`config.mk`:
```
export PLATFORM = sky130hd
export DESIGN_NAME = modport_counter_bank
export DESIGN_NICKNAME = d
export VERILOG_FILES = /design/src/rtl/modport_counter_bank.sv
export SDC_FILE = /design/constraint.sdc
export NUM_CORES = 2
export LEC_CHECK = 0
export BUFFER_PORTS_ARGS = -buffer_cell sky130_fd_sc_hd__clkbuf_2
export CORE_ASPECT_RATIO = 1.1
export CORE_MARGIN = 5
export CORE_UTILIZATION = 55
export CTS_CLUSTER_DIAMETER = 150
export DETAILED_ROUTE_END_ITERATION = 10
export PLACE_DENSITY = 0.75
export RECOVER_POWER = 100
export SKIP_CTS_REPAIR_TIMING = 1
export SLEW_MARGIN = 10
export SYNTH_ARGS = -nofsm -noshare
export SYNTH_HDL_FRONTEND = slang
export SYNTH_SLANG_ARGS = --single-unit
```
`constraint.sdc`:
```
create_clock -name clock -period 5.13 [get_ports clock]
set_input_delay 1.026 -clock clock [delete_from_list [all_inputs] [get_ports clock]]
set_output_delay 1.026 -clock clock [all_outputs]
set_load 0.02 [all_outputs]
```
`src/rtl/modport_counter_bank.sv`:
```
`default_nettype none
// ============================================================================
// Module   : modport_counter_bank
// Brief    : Single-port bank of 2**ADDR_W event counters. Each enabled cycle
//            either increments the addressed counter or registers its value
//            onto the data output.
// Revision : 1.0 - initial release
// ============================================================================
module modport_counter_bank #(
    parameter int ADDR_W = 8,
    parameter int DATA_W = 8
) (
    input  logic              clock,
    input  logic              reset_n,
    input  logic              read,
    input  logic              enable,
    input  logic [ADDR_W-1:0] addr,
    output logic [DATA_W-1:0] data
);

    localparam int c_DEPTH = 2 ** ADDR_W;

    logic [DATA_W-1:0] r_counters [c_DEPTH];
    logic [DATA_W-1:0] r_data;

    // Counters wrap modulo 2**DATA_W; a read returns the pre-edge value.
    always_ff @(posedge clock or negedge reset_n) begin
        if (!reset_n) begin
            for (int i = 0; i < c_DEPTH; i++) begin
                r_counters[i] <= '0;
            end
            r_data <= '0;
        end else if (enable) begin
            if (read) begin
                r_data <= r_counters[addr];
            end else begin
                r_counters[addr] <= r_counters[addr] + DATA_W'(1);
            end
        end
    end

    assign data = r_data;

endmodule
`default_nettype wire

```
# Word level (Yosys, flattened, before mapping)
# Cells that the tools add are included.
# word_totals
input_bits	12
output_inout_bits	8
wordCells	271
ff_bits	2056
# op_classes
order_cmp	2
n_bitwise	2
n_addsub	1
reduce_logical	3
muxes	6
# op_table
operator	n
bitwise mux 2048 bit	1
binary-select mux 8 bit (select 8 bit)	1
demux 8 bit (select 8 bit)	1
two-way mux 8 bit	3
>= comparator 9 bit (second input constant)	1
less-than comparator 9 x 1 -> 1 bit (second input constant)	1
NOT 8 -> 9 bit	1
adder 8 x 1 -> 8 bit (second input constant)	1
AND reduction 2 bit	2
logical AND 1 bit	1
NOT 1 bit	1

# Longest topological paths before layout
# logic_depth
depth_word	6
depth_mapped	22
ltp_nobuf	12

# Worst setup path before layout
# No wires, ideal clock.
# synth_path
path_type	input -> register
from	in addr[1]
to	reg r_counters[1006] in the netlist's numbering
t_required_ps	4997
path_slack_ps	32
arrival_time_ps	4965
n_path_buf	10
setup_time_ps	133
cell_stages	20
cell_sequence	buf_2 -> buf_6 -> buf_6 -> buf_2 -> buf_2 -> buf_2 -> o22ai_1 -> a2111oi_0 -> nor3_1 -> o311a_1 -> inv_1 -> clkbuf_1 -> clkbuf_1 -> ha_1 -> nor3b_1 -> nand3_1 -> xor2_1 -> buf_2 -> clkbuf_1 -> o21ai_0
# synth_via
elab_chain_cells	6
word_cells_on_any_way	11
classes_between	add/sub: 1; order compare: 2; mux: 6; bitwise: 1; reduce/logical: 1
# synth_lines
element	line	rtl
start, declared	17	input logic [ADDR_W-1:0] addr,
NOT 8 -> 9 bit (not written as such) (*)	37	r_counters[addr] <= r_counters[addr] + DATA_W'(1);
binary-select mux 8 bit (select 8 bit), or another cell as far along	37	
two-way mux 8 bit (not written as such) / logical AND 1 bit (equally long branches)	37	
two-way mux 8 bit (not written as such)	37	
adder 8 x 1 -> 8 bit / demux 8 bit (select 8 bit) (equally long branches)	37	
bitwise mux 2048 bit (*)	37	
end signal, assigned by index	37	
end, declared	23	logic [DATA_W-1:0] r_counters [c_DEPTH];
# Mark *: on every way between the ends. The rest lies on a longest branch, timed or not. The select of a mux whose other input is x is not followed.
# A chain may end at the register's enable or synchronous reset.

# Worst setup path after layout
# layout_path
from	in addr[2]
to	reg r_counters[708] in the netlist's numbering
# Same word-level chain as after synthesis.

==> results.py <==
metrics = {
    "run_status": {
        "outcome": "finished, violations left",
        "violations": "max-capacitance violations, max-slew violations",
    },
    "die": {
        "row_count": 155,
        "io_pins": 20,
        "start_util_pct": 55.4,
        "chipWidth_um": 396,
        "die_area_um2": 172000,
        "coreArea_um2": 163000,
        "die_h_um": 435,
    },
    "worst_setup_path": {
        "path_delay_family": "simple AND/OR/NAND/NOR gates",
        "cpPeakStageDelay_ns": 0.68,
        "end_kind": "flop",
        "startpoint_type": "input pin",
        "path_buf_inv": 6,
        "critPathMaxFanout": 40,
        "cp.required_ns": 5.80,
        "path_class": "input pin to flop",
        "cp_cell_sequence": "buf_6 > buf_4 > nor2b_2 > buf_4 > a22oi_1 > nand3_1 > nand4_1 > nor3_1 > o2111a_1 > o21ai_0 > buf_4 > xnor2_1 > buf_12 > buf_12 > o21ai_0",
        "critPathSlowestCell": "nor2b_2",
        "crit_arrival_ns": 5.60,
        "rrSetupSlack_ns": 0.57,
        "cp_common_cell": "buf_4",
    },
    "clocking": {
        "htree_levels": 4,
        "cts_inserted_buffers": 194,
        "clk_pin_slew_ns": 0.06,
        "cts_tree": "yes",
        "clk_path_buf_depth": 3,
        "clkSinkCount": 2056,
        "clock_latency_ns": 0.86,
        "cts_root_buf": "clkbuf_16",
    },
    "place": {
        "finalWeightedCongestion": 0.945,
        "port_buffers": 19,
        "dp_hpwl_mm": 174,
        "placed_cells": 9822,
    },
    "final_layout": {
        "area_growth_pct": 11.7,
        "drive_above_1_share_pct": 19.3,
        "nets": 7912,
        "nFillCells": 12116,
        "finalNonFillerCells": 10185,
    },
    "synthesis": {
        "syn_nets": 7981,
        "ys_seq_elements": 2056,
        "synthArstFlopShare_pct": 100,
        "synth-edff-count": 0,
        "ys_types": 62,
        "ys_warn_count": 0,
        "synthFlopType": "dfrtp_1",
        "syn_inst": 7968,
        "syn_area_um2": 90100,
        "avgSynthCellArea_um2": 11.3,
        "seq_area_frac_synth_pct": 57.1,
    },
    "timing": {
        "period_share_pct": 96.1,
        "tightest_slew_ns": 3.79,
        "rsz0062_at_grt": "false",
        "hold_viol_final": 0,
        "finalClockSkew_ns": 0.0339,
        "relSlewSlack_pct": -153,
        "slew_violations": 1327,
        "fmax_ghz": 0.203,
        "period_minus_slack_ns": 4.93,
        "setup_violations": 0,
    },
    "detailed_routing": {
        "wirelength_mm": 265,
        "drc": 0,
        "viasPerCell": 6.42,
        "antenna_left": 0,
        "first_pass_iters": 6,
        "num_vias": 65349,
        "drt-initial-drc-count": 7889,
        "drt-wirelength-per-cell_um": 26.0,
    },
    "pwr": {
        "irDropWorstVdd_v": 0.000248,
        "p_leak_nw": 44.5,
        "power_w": 0.0334,
        "power.density_nw_per_um2": 332,
    },
    "grt": {
        "grt_antenna_before_repair": 7,
        "track_usage_pct": 31.1,
        "grt_max_degree": 197,
        "grt_pass1_vias": 65510,
        "overflow": 0,
        "grt_pass1_wl_mm": 408,
    },
    "worst_hold_path": {
        "min_path_type": "input pin to async pin",
    },
    "job": {
        "max_cap_violations": 12,
    },
}
-- cell families after synthesis --
family	Yosys count	share of synthesized area, %
AOI/OAI and AO/OA	2051	12.1
muxes	900	17.5
adders and majority gates	1	0.0139
DFF	2056	57.1
xor gates and xnor gates	6	0.0667
buffers and inverters	711	3.52
and+or+nand+nor	2243	9.64
-- final timing paths --
| path | start | end | cells after the start |
|---|---|---|---|
| setup / recovery | addr[2] | r_counters[708] | 15 |
| hold / removal | reset_n | r_counters[1370] | 1 |
| setup reg to reg | r_counters[1473] | r_counters[708] | 17 |
| hold reg to reg | r_counters[203] | r_counters[203] | 2 |
| max in group asynchronous | reset_n | r_counters[557] | 2 |
| min in group clock | r_counters[203] | r_counters[203] | 2 |
-- metal layers --
layer	wire length (µm)	part of all wire [%]	vias to the layer above	GRT usage, %
li1	-	-	27833	-
met3	25300	9.5	858	7.84
met4	17600	6.7	4	17.1
met5	25	0.0094	-	0
met2	120000	45	3276	47.3
met1	102000	38	33378	41.6
-- power breakdown --
group | switching, W | leakage (nW) | internal [W] | total, W
logic | 0.00149 | 12.7 | 0.000699 | 0.00219
registers | 0.000133 | 28.6 | 0.0165 | 0.0166
clock network | 0.00631 | 3.20 | 0.00831 | 0.0146
-- cell usage after synthesis (10+ instances only) --
cell / number / area share [%]
nand2_1: 2098 / 8.7
nor3_1: 20 / 0.11
clkbuf_1: 542 / 2.3
nand4_1: 12 / 0.083
o22ai_1: 14 / 0.097
nor4_1: 10 / 0.069
mux4_2: 515 / 13
o21ai_2: 40 / 0.39
nand3_1: 21 / 0.12
a221oi_1: 12 / 0.12
buf_1: 26 / 0.11
nor2_1: 39 / 0.16
o21ai_1: 200 / 1.1
dfrtp_1: 2056 / 57
o211ai_1: 12 / 0.10
a21oi_1: 48 / 0.27
a22oi_1: 121 / 1.0
buf_2: 81 / 0.45
nand2b_1: 11 / 0.076
o21ai_0: 1569 / 8.7
buf_6: 50 / 0.62
mux2_2: 271 / 3.4
mux2i_1: 114 / 1.3
-- placed cells by master, fill, tap and decap left out, types with 5 or more instances in the layout --
master	n
nand3_1	21
mux2_2	271
diode_2	8
clkbuf_2	18
clkinv_2	39
buf_12	101
o22ai_1	14
a21oi_1	48
nor2_2	14
clkbuf_16	200
o21ai_0	1790
bufinv_16	10
nor2_1	23
clkbuf_8	45
nor4_1	8
a22o_1	8
clkbuf_1	76
buf_4	279
mux2i_1	114
a22oi_1	121
o21ai_1	10
dfrtp_1	2056
nand2b_1	11
nor3_1	14
nand2_1	2098
nor3_2	6
a221oi_1	12
nand4_1	12
mux4_2	515
o21ai_2	9
inv_6	8
o211ai_1	12
clkbuf_4	5
-- layout make-up --
cell class / instances / area (µm²) / share of cell area, %
clock inverters: 64 / 663 / 0.659
flip-flops and latches: 2056 / 51400 / 51.1
inverters: 6 / 28.8 / 0.0286
repair buffers: 440 / 4440 / 4.41
diodes: 8 / 20.0 / 0.0199
clock buffers: 291 / 5800 / 5.76
well taps: 2119 / 2650 / 2.63
multi-input cells: 5201 / 35600 / 35.4
-- metrics by stage --
step / utilization [%] / instance area (µm²) / TNS [ns] / worst slack [ns] / hold slack (ns)
final: 61.9 / 101000 / 0 / 0.200 / 0.0728
after global routing: 61.9 / 101000 / 0 / 0.156 / 0.0704
after detailed placement: 58.2 / 94600 / -297.62 / -0.318 / 0.462
after floorplan: - / 90100 / 0 / 0.0322 / 0.445
after global placement: 58.2 / 94600 / -265.32 / -0.273 / 0.454
after CTS: 62.2 / 101000 / 0 / 0.518 / 0.0796
-- state kept, by name, summed over array words and instances, names as in the netlist --
register and flops:
data 8, r_counters 2048
(Power assumes the default switching activity.)
